File: src/rtl/lic_timer_sched_pkg.sv
// Shared types and helpers for the virtual timer scheduler.
package lic_timer_sched_pkg;

  // Timer / deadline width, matching the machine timer of the core.
  localparam int XLEN = 32;

  typedef enum logic [1:0] {
    IDLE    = 2'd0,
    SCAN    = 2'd1,
    PROGRAM = 2'd2
  } sched_state_e;

  // "a before-or-at b" on a wrapping counter: signed (a - b) <= 0.
  function automatic logic before_or_at(input logic [XLEN-1:0] a,
                                        input logic [XLEN-1:0] b);
    logic [XLEN-1:0] diff;
    diff = a - b;
    return diff[XLEN-1] || (diff == '0);
  endfunction

  // "a strictly before b" on a wrapping counter: signed (a - b) < 0.
  function automatic logic strictly_before(input logic [XLEN-1:0] a,
                                           input logic [XLEN-1:0] b);
    logic [XLEN-1:0] diff;
    diff = a - b;
    return diff[XLEN-1];
  endfunction

endpackage

File: src/rtl/lic_sched_chan.sv
// One virtual timer channel: armed/pending flags, deadline and expiry compare.
module lic_sched_chan
  import lic_timer_sched_pkg::*;
(
  input  logic            clk,
  input  logic            reset,
  input  logic            arm,
  input  logic            cancel,
  input  logic            ack,
  input  logic [XLEN-1:0] new_deadline,
  input  logic [XLEN-1:0] mtime,
  output logic            armed,
  output logic            pending,
  output logic            expire,
  output logic [XLEN-1:0] deadline
);

  assign expire = armed && before_or_at(deadline, mtime);

  // Armed/pending flags: a fresh arm wins over an expiry of the old deadline,
  // and an expiry wins over an ack of the same channel.
  always_ff @(posedge clk) begin
    // NOTE: non-blocking assignments so every flop samples pre-edge values.
    if (reset) begin
      armed   <= 1'b0;
      pending <= 1'b0;
    end else begin
      if (arm)                  armed <= 1'b1;
      else if (cancel || expire) armed <= 1'b0;

      if (expire)   pending <= 1'b1;
      else if (ack) pending <= 1'b0;
    end
  end

  // Deadline register, loaded on every accepted arm request.
  always_ff @(posedge clk) begin
    // NOTE: deadline storage is reset so a scan never sees X before first arm.
    if (reset)    deadline <= '0;
    else if (arm) deadline <= new_deadline;
  end

endmodule

File: src/rtl/lic_timer_sched.sv
// Shares the machine-timer comparator between NUM_CH virtual timer channels.
module lic_timer_sched
  import lic_timer_sched_pkg::*;
#(
  parameter int NUM_CH = 4,
  parameter int CH_W   = $clog2(NUM_CH)
) (
  input  logic              clk,
  input  logic              reset,
  input  logic              req_valid,
  output logic              req_ready,
  input  logic              req_cancel,
  input  logic [CH_W-1:0]   req_ch,
  input  logic [XLEN-1:0]   req_deadline,
  input  logic              ack_valid,
  input  logic [CH_W-1:0]   ack_ch,
  input  logic [XLEN-1:0]   lic_mtime_read,
  output logic [XLEN-1:0]   lic_mtimecmp_write,
  output logic              lic_mtimecmp_write_ena,
  output logic [NUM_CH-1:0] ch_armed,
  output logic [NUM_CH-1:0] ch_pending,
  output logic              sched_irq,
  output logic              sched_busy
);

  sched_state_e      state;
  logic              dirty;
  logic              found;
  logic [CH_W-1:0]   idx;
  logic [XLEN-1:0]   best;
  logic [NUM_CH-1:0] expire;
  logic [XLEN-1:0]   deadline [NUM_CH];
  logic              accept;
  logic              any_expire;
  logic              take;
  logic              next_found;
  logic [XLEN-1:0]   next_best;

  assign req_ready  = (state == IDLE);
  assign accept     = req_valid && req_ready;
  assign any_expire = |expire;
  assign sched_irq  = |ch_pending;
  assign sched_busy = (state != IDLE);

  for (genvar i = 0; i < NUM_CH; i++) begin : g_ch
    lic_sched_chan u_chan (
      .clk          (clk),
      .reset        (reset),
      .arm          (accept && !req_cancel && (req_ch == CH_W'(i))),
      .cancel       (accept &&  req_cancel && (req_ch == CH_W'(i))),
      .ack          (ack_valid && (ack_ch == CH_W'(i))),
      .new_deadline (req_deadline),
      .mtime        (lic_mtime_read),
      .armed        (ch_armed[i]),
      .pending      (ch_pending[i]),
      .expire       (expire[i]),
      .deadline     (deadline[i])
    );
  end

  // Running-minimum update for the channel visited this scan cycle.
  always_comb begin
    // NOTE: every output gets a default first so no path infers a latch.
    next_best  = best;
    next_found = found;
    take       = ch_armed[idx] && (!found || strictly_before(deadline[idx], best));
    if (take) begin
      next_best  = deadline[idx];
      next_found = 1'b1;
    end
  end

  // Scheduler FSM: wait for a change, scan all channels, program the winner.
  always_ff @(posedge clk) begin
    if (reset) begin
      state                  <= IDLE;
      dirty                  <= 1'b0;
      idx                    <= '0;
      found                  <= 1'b0;
      best                   <= '0;
      lic_mtimecmp_write     <= '0;
      lic_mtimecmp_write_ena <= 1'b0;
    end else begin
      lic_mtimecmp_write_ena <= 1'b0;
      case (state)
        IDLE: begin
          // An expiry in the launch cycle is already visible to the scan,
          // so dirty can be cleared unconditionally here.
          if (dirty && !accept) begin
            state <= SCAN;
            dirty <= 1'b0;
            idx   <= '0;
            found <= 1'b0;
          end else if (accept || any_expire) begin
            dirty <= 1'b1;
          end
        end
        SCAN: begin
          if (any_expire) dirty <= 1'b1;
          best  <= next_best;
          found <= next_found;
          idx   <= idx + 1'b1;
          if (idx == CH_W'(NUM_CH - 1)) begin
            state <= PROGRAM;
            // The strobe is registered so it is high during the PROGRAM cycle.
            if (next_found) begin
              lic_mtimecmp_write     <= next_best;
              lic_mtimecmp_write_ena <= 1'b1;
            end
          end
        end
        PROGRAM: begin
          if (any_expire) dirty <= 1'b1;
          state <= IDLE;
        end
        default: state <= IDLE;
      endcase
    end
  end

endmodule
File: config.mk
export PLATFORM = sky130hd
export DESIGN_NAME = lic_timer_sched
export DESIGN_NICKNAME = d
export VERILOG_FILES = /design/src/rtl/lic_timer_sched_pkg.sv /design/src/rtl/lic_sched_chan.sv /design/src/rtl/lic_timer_sched.sv
export SDC_FILE = /design/constraint.sdc
export NUM_CORES = 1
export LEC_CHECK = 0
export CORE_MARGIN = 5
export CORE_UTILIZATION = 62
export CTS_CLUSTER_SIZE = 28
export DETAILED_ROUTE_END_ITERATION = 8
export GPL_TIMING_DRIVEN = 0
export PLACE_DENSITY = 0.83
export SLEW_MARGIN = 25
export SYNTH_ARGS = -nofsm -noshare
export SYNTH_HDL_FRONTEND = slang
export SYNTH_SLANG_ARGS = --single-unit
File: constraint.sdc
create_clock -name clk -period 7.1 [get_ports clk]
set_clock_uncertainty 0.05 [all_clocks]
set_input_delay 1.775 -clock clk [delete_from_list [all_inputs] [get_ports clk]]
set_output_delay 1.775 -clock clk [all_outputs]
set_load 0.02 [all_outputs]
==> results.txt, run 1 <==
* Number of maximum-capacitance violations: 0
* Area share of the largest cell type after synthesis: 0.237
* Clock tree from TritonCTS: done
* Data arrival time of the critical path: about 6.7 ns
- Number of resized instances in the post-cts repair step: 0
* WP data required: 7.47 ns
- Vias in the first global route: 18000
- DPL Wire Length: between 50000 and 60000 µm
* Summed instance area of the synthesized netlist: between 0.015 and 0.02 mm²
- Number of buffers added to fix hold violations after cts: 0
* Final Hold Viols: 0
- For this run, design rule violations remaining after detail routing come to 0.
- In this run the number of H-tree levels came out at 1.
* Die Footprint: approximately 0.032 mm²
* First-pass GRT wire length: 95400 µm
* Cell type with the highest aggregate area in the netlist: sky130_fd_sc_hd__dfxtp_1
* CP Capture Type: flip-flop
* Buffer levels on the longest clock path: 3
- Routed Antenna Nets: 0
- Number of vias in the routed layout: 18900
- In this run the power density over the cells is ~150 mW/mm².
- The smallest clock period supported by the final layout is computed as about 6.3 ns.
- The total count of max-transition violations in the final report was 0.
- Worst r2r src: idx[1]
- Die X-Extent: 178 µm
- The tightest min-delay check is of the reg2reg type.
* WL per Instance: about 22 µm
- #FFs+latches synth: between 200 and 250
- Global routing finished with a remaining overflow of 0.
- Number of instances in the synthesized netlist: between 2000 and 2500
* Initial antenna violation count: 0
* ANT cells: 0
- Pin placement for this block handled 117 I/O pins.
- Power comes to just under 3 mW.
- Number of rows created at floorplan: 61
* WS Path Type: in2reg
- Synth Flop Type: sky130_fd_sc_hd__dfxtp_1
* Final count of negative-setup-slack endpoints: 0
- After clock tree synthesis, the clock-pin slew on the worst setup and hold paths is 0.06 ns.
* Floorplan core area: between 0.02 and 0.03 mm²
- Entering global routing, the biggest net connects 15 pins.
- Startpoint of the most critical setup path: lic_mtime_read[1]
- Leading cell types by total area after synthesis: sky130_fd_sc_hd__dfxtp_1 (24%), sky130_fd_sc_hd__ha_1 (11%), sky130_fd_sc_hd__nand2_1 (8.4%)
* Count of unique library cells instantiated by Yosys: 86
- At the end of routability-driven placement, the weighted congestion stood at a little over 1.
- For this design the static power due to leakage is 7.70 nW.
* Via density per instance: 6.69
- The initial utilization of the core area, before any placement, comes to 0.628.
* Period utilization: 0.889
- Setup repair after global routing left no endpoint under its margin.
- For the pin with the worst max-slew slack, the measured transition is between 1 and 1.5 ns.
- Maximum clock frequency: about 0.16 GHz
- Drt first pass iters: 8
* Headroom to the max-slew limit: 0.267
- For this run, the post-layout net count is 2667.
- Number of buffers created by CTS: 20
* Number of setup buffers added after CTS: 0
- Most common cell in the netlist: sky130_fd_sc_hd__nand2_1
- Maximum ir drop on the vdd rail: 0.120 mV
- Ranking of synthesized cells by instance count: sky130_fd_sc_hd__nand2_1 (392), sky130_fd_sc_hd__a21oi_1 (270), sky130_fd_sc_hd__dfxtp_1 (207), sky130_fd_sc_hd__ha_1 (158), sky130_fd_sc_hd__nor2_1 (156)
* Vertical die dimension: ~180 µm
- Proportion of synthesized chip area in sequential cells: 0.237
- Outcome: finished, final reports clean
* Hold Startpoint: g_ch[0].u_chan.deadline[13]
- Of the cells placed in the final design, the portion with a size suffix greater than 1 is 0.0479.
- Total negative slack: 0 ns
- From synthesis to final layout, the design area changed by 12.9%.
- Number of flops mapped to enable cells by yosys: 0
- CTS root buf: sky130_fd_sc_hd__clkbuf_16
- FFs w/ async S/R, synth: 0
- Along the worst path, the maximum fanout reaches 5.
- Clock latency at the later pin of the worst-skew pair: between 0.5 and 0.6 ns
- Initial DRC Count: about 2200
* Average instance area after synthesis: ~7.6 µm²
- Number of nets produced by synthesis: around 2500
- Total of fill cells in the finished design: 2214
* TritonCTS Sinks: approximately 210
- CP startpoint kind: primary input
- Total wire length: 63200 µm
* Buffers on Ports: roughly 120
- For this run, the total global-route usage over all layers was measured as 0.385.
- Yosys warns: 0
- Reg-to-reg setup timing slack: between 1 and 1.5 ns
==> where the power goes <==
part	switching, mW	leakage (nW)	internal, mW	total [mW]
Combinational	0.420	5.71	0.243	0.664
Clock	0.456	0.314	0.600	1.06
Sequential	0.0257	1.67	1.18	1.21
==> per-stage QoR <==
stage	std cells	hold WS (ns)	setup slack, ns	area [µm²]	utilization
2_1_floorplan	2295	0.396	2.11	17500	-
3_3_place_gp	2788	0.407	0.648	19100	0.687
3_5_place_dp	2788	0.422	0.552	19100	0.687
4_1_cts	2821	0.430	1.06	19700	0.710
5_1_grt	2821	0.444	0.632	19700	0.710
6_report	2821	0.432	0.788	19700	0.710
==> cell type report <==
class / count / area, µm² / area share
Buffer: 128 / 538 / 0.0273
Inverter: 108 / 405 / 0.0206
Clock buffer: 31 / 623 / 0.0316
Clock inverter: 2 / 10.0 / 0.000508
Tap cell: 378 / 473 / 0.0240
Sequential cell: 207 / 4140 / 0.210
Multi-Input combinational cell: 1852 / 12400 / 0.627
Timing Repair Buffer: 115 / 1150 / 0.0584
==> cells by family after synthesis <==
kind of cell,count (synthesis),synth area share
and+or+nand+nor,833,0.219
AOI/OAI and AO/OA,687,0.255
buffers and inverters,236,0.0540
DFF,207,0.237
adders and majority gates,162,0.118
muxes,113,0.0885
xor gates and xnor gates,57,0.0286
==> sequential cells by signal (all words and copies together), names as in the netlist <==
name	count
g_ch.u_chan.deadline	128
best	32
lic_mtimecmp_write	32
state	2
idx	2
lic_mtimecmp_write_ena	1
dirty	1
g_ch.u_chan.pending	4
found	1
g_ch.u_chan.armed	4
==> cell usage in the layout, fill, tap and decap left out, types with 35 or more instances in the layout <==
master / n
sky130_fd_sc_hd__xnor2_1: 35
sky130_fd_sc_hd__a21oi_1: 270
sky130_fd_sc_hd__nor2_1: 156
sky130_fd_sc_hd__o21ai_0: 91
sky130_fd_sc_hd__clkbuf_1: 108
sky130_fd_sc_hd__a21o_1: 67
sky130_fd_sc_hd__clkdlybuf4s50_1: 115
sky130_fd_sc_hd__a211oi_1: 45
sky130_fd_sc_hd__nand2_1: 392
sky130_fd_sc_hd__inv_1: 108
sky130_fd_sc_hd__ha_1: 158
sky130_fd_sc_hd__nor3_1: 38
sky130_fd_sc_hd__dfxtp_1: 207
sky130_fd_sc_hd__mux2i_1: 79
sky130_fd_sc_hd__nand4_1: 39
sky130_fd_sc_hd__nand3_1: 51
==> per-layer routing <==
metal | track usage | up-vias | part of all wire
met2 | 0.639 | 1192 | 0.45
met4 | 0.222 | 0 | 0.068
met5 | 0 | - | 0
met1 | 0.470 | 8771 | 0.38
li1 | - | 8642 | -
met3 | 0.0663 | 257 | 0.10
==> path summary, 6_finish.rpt <==
check | end | cells past startpoint
worst max-delay path | g_ch[0].u_chan.pending | 14
worst min-delay path | g_ch[0].u_chan.deadline[13] | 2
worst max register to register | best[28] | 17
worst min register to register | g_ch[0].u_chan.deadline[13] | 2
==> critical path, cell delays in order <==
cell and delay [ns]:
sky130_fd_sc_hd__clkdlybuf4s50_1 0.80, sky130_fd_sc_hd__inv_1 0.31, sky130_fd_sc_hd__ha_1 0.35, sky130_fd_sc_hd__nor2b_1 0.16
sky130_fd_sc_hd__o21ai_0 0.18, sky130_fd_sc_hd__o21ai_0 0.60, sky130_fd_sc_hd__a41oi_1 0.34, sky130_fd_sc_hd__o31ai_1 0.58
sky130_fd_sc_hd__a21oi_1 0.24, sky130_fd_sc_hd__o21ai_0 0.32, sky130_fd_sc_hd__inv_1 0.10, sky130_fd_sc_hd__a2111oi_2 0.57
sky130_fd_sc_hd__o21ai_1 0.14, sky130_fd_sc_hd__a21oi_1 0.20
No activity file was read; power rests on OpenSTA's default activity.
==> run 2, diff against run 1 <==
--- a/config.mk
+++ b/config.mk
@@ -5,12 +5,13 @@
 export SDC_FILE = /design/constraint.sdc
 export NUM_CORES = 1
 export LEC_CHECK = 0
-export CORE_MARGIN = 5
-export CORE_UTILIZATION = 62
+export CORE_MARGIN = 2
+export CORE_UTILIZATION = 55
+export CTS_BUF_LIST = sky130_fd_sc_hd__clkbuf_8 sky130_fd_sc_hd__clkbuf_16
 export CTS_CLUSTER_SIZE = 28
 export DETAILED_ROUTE_END_ITERATION = 8
 export GPL_TIMING_DRIVEN = 0
-export PLACE_DENSITY = 0.83
+export PLACE_DENSITY = 0.75
 export SLEW_MARGIN = 25
 export SYNTH_ARGS = -nofsm -noshare
 export SYNTH_HDL_FRONTEND = slang
==> results.txt, run 2 (same netlist as run 1, synthesis figures left out) <==
- The transition time of the tightest slew-check pin is 1.17 ns (was 1.09 ns).
- The detailed-route vias per instance came to 6.49 (was 6.69).
- Signed area change from the synthesized netlist to the final layout: 13.5% (was 12.9%)
* Count of pins on the block boundary: 117 (unchanged)
- Outcome: finished, final reports clean (unchanged).
* Most common cell after layout, fill and taps aside: sky130_fd_sc_hd__nand2_1 (unchanged)
* Data arrival time of the critical path: 6.42 ns (was 6.68 ns)
- The number of buffers added to fix hold violations after cts came to 0 (unchanged).
- The largest net degree at the start of global routing was 15 (unchanged).
* Final #Nets: 2668 (was 2667)
- The number of global-route vias before repair is 17400 (was 18000).
- Worst min-delay path class: reg2reg (unchanged)
- Clk slew on worst S/H paths: 0.06 ns (about the same)
- Number of buffers created by CTS: 21 (was 20)
- The clock group share of total power was 0.381 (was 0.361).
- Leading cell types in the layout, fill and taps excluded: sky130_fd_sc_hd__nand2_1 (392), sky130_fd_sc_hd__a21oi_1 (270), sky130_fd_sc_hd__dfxtp_1 (207) (unchanged)
* Total negative slack: 0 ns (unchanged)
* Internal power: 2.09 mW (was 2.03 mW)
* Number of rows created at floorplan: 65 (was 61)
- CP Capture Type: flip-flop (unchanged)
* Die Footprint: 0.0332 mm² (was 0.0316 mm²)
* Number of setup buffers added after CTS: 0 (unchanged)
- Final slew viol count: 0 (unchanged)
- The placeable core region came to 0.0314 mm² (was 0.0278 mm²).
* Flip-flop count of the largest register, all copies and words added: 128 (unchanged)
* Number of maximum-capacitance violations: 0 (unchanged)
- The power density over cell area is 152 mW/mm² (was 148 mW/mm²).
- Buffers on Ports: 115 (unchanged)
- The combinational cell fraction of total power is 0.219 (was 0.227).
- Regs by FF count: g_ch.u_chan.deadline: 128 flops, best: 32 flops, lic_mtimecmp_write: 32 flops (unchanged)
* Final weighted congestion of routability-driven global placement: 0.981 (was 1.03)
- The overall global routing resource usage is 0.368 (was 0.385).
* Clock latency at the later pin of the worst-skew pair: 0.51 ns (about the same)
- The net load switching power came to 924 µW (was 902 µW).
- The minimum hold slack was 0.429 ns (was 0.432 ns).
- Maximum ir drop on the vdd rail: 0.147 mV (was 0.120 mV)
* Total wire length: 62900 µm (was 63200 µm)
- The number of H-tree levels was 1 (unchanged).
* Worst r2r src: idx[1] (unchanged)
- The average detailed-routed wire length per instance came to 22.1 µm (was 22.4 µm).
- First-pass GRT wire length: 95500 µm (was 95400 µm)
* DPL Wire Length: 51600 µm (was 51000 µm)
* Sw Share: 0.306 (was 0.308)
- The startpoint of the most critical setup path is lic_mtime_read[1] (unchanged).
- The maximum fanout encountered on the critical timing path is 5 (unchanged).
- Setup repair after global routing missed its margin: false (unchanged).
- The worst slack at placement came to 0.650 ns (was 0.552 ns).
- The clock root buffer was sky130_fd_sc_hd__clkbuf_16 (unchanged).
- Leakage power of the design: 7.74 nW (was 7.70 nW)
* Number of vias in the routed layout: 18500 (was 18900)
- TritonCTS Sinks: 207 (unchanged)
- Final Hold Viols: 0 (unchanged)
- CP startpoint kind: primary input (unchanged)
* Initial DRC Count: 2132 (was 2220)
- Clock tree from TritonCTS: done (unchanged)
* Buffer levels on the longest clock path: 3 (unchanged)
- Register with the highest flop count: g_ch.u_chan.deadline (unchanged)
- The overall die width was 182 µm (was 178 µm).
* WP data required: 7.43 ns (was 7.47 ns)
* Routed Antenna Nets: 0 (unchanged)
- Number of resized instances in the post-cts repair step: 0 (unchanged)
* Proportion of layout cells with a drive suffix above 1: 0.0495 (was 0.0479)
* ANT cells: 0 (unchanged)
- Shortest clock period the worst path allows after layout: 6.09 ns (was 6.31 ns)
* Count of unresolved DRC violations after routing: 0 (unchanged)
- Final count of negative-setup-slack endpoints: 0 (unchanged)
* Period utilization: 0.857 (was 0.889)
- Total of fill cells in the finished design: 2801 (was 2214)
- Maximum clock frequency: 0.164 GHz (was 0.158 GHz)
* Headroom to the max-slew limit: 0.217 (was 0.267)
- The number of detailed-route iterations in the first pass came to 6 (was 8).
* Global route overflow: 0 (unchanged)
- The final critical-path setup slack came to 1.01 ns (was 0.788 ns).
- Initial antenna violation count: 1 (was 0)
- The critical path start-end classification is in2reg (unchanged).
- The starting density of the core came to 0.556 (was 0.628).
- The die span in y was 182 µm (was 178 µm).
- Register share of total power: 0.400 (was 0.413)
* Hold Startpoint: g_ch[0].u_chan.deadline[9] (was g_ch[0].u_chan.deadline[13])
- The reg2reg setup slack came to 1.40 ns (was 1.24 ns).
[run 2: routing by layer]
metal / global-route usage / wire, µm / vias up
met5: 0 / 0 / -
met4: 0.191 / 3920 / 0
met3: 0.0459 / 5600 / 192
met2: 0.624 / 28600 / 1036
met1: 0.461 / 24800 / 8601
li1: - / - / 8635
[run 2: path summary, 6_finish.rpt]
check / end / cells past startpoint
max: g_ch[0].u_chan.armed / 14
min: g_ch[0].u_chan.deadline[9] / 2
max reg2reg: best[26] / 17
min reg2reg: g_ch[0].u_chan.deadline[9] / 2
[run 2: through the flow]
stage	cell area [µm²]	utilization	power, mW	cells
after detailed placement	19100	0.609	1.87	2812
after global placement	19100	0.609	1.86	2812
after global routing	19800	0.631	3.11	2847
final	19800	0.631	3.02	2847
after CTS	19800	0.631	2.99	2847
after floorplan	17500	-	1.65	2295
[run 2: area by class of cell]
cell class                 instances  area (µm²)  share of cell area
inverter                         108         405              0.0205
clock buffer                      23         553              0.0279
timing repair buffer             115        1150              0.0581
multi-input combinational       1852       12400               0.625
clock inverter                    12         140             0.00707
buffer                           128         538              0.0272
sequential                       207        4140               0.209
tap                              402         503              0.0254
[run 2: worst max-delay path: stages]
cell,delay [ns]
sky130_fd_sc_hd__clkdlybuf4s50_1,0.81
sky130_fd_sc_hd__inv_1,0.30
sky130_fd_sc_hd__ha_1,0.35
sky130_fd_sc_hd__nor2b_1,0.18
sky130_fd_sc_hd__o21ai_0,0.17
sky130_fd_sc_hd__o21ai_0,0.58
sky130_fd_sc_hd__a41oi_1,0.34
sky130_fd_sc_hd__o31ai_1,0.53
sky130_fd_sc_hd__a21oi_1,0.21
sky130_fd_sc_hd__o21ai_0,0.33
sky130_fd_sc_hd__inv_1,0.11
sky130_fd_sc_hd__a2111oi_2,0.49
sky130_fd_sc_hd__o31a_1,0.20
sky130_fd_sc_hd__nor2_1,0.04
[run 2: power groups by stage]
stage	combinational, mW	clock (mW)	sequential [mW]
floorplan	0.427	0	1.22
global placement	0.630	0	1.23
detailed placement	0.639	0	1.23
CTS	0.643	1.15	1.21
global route	0.715	1.19	1.21
finish	0.662	1.15	1.21
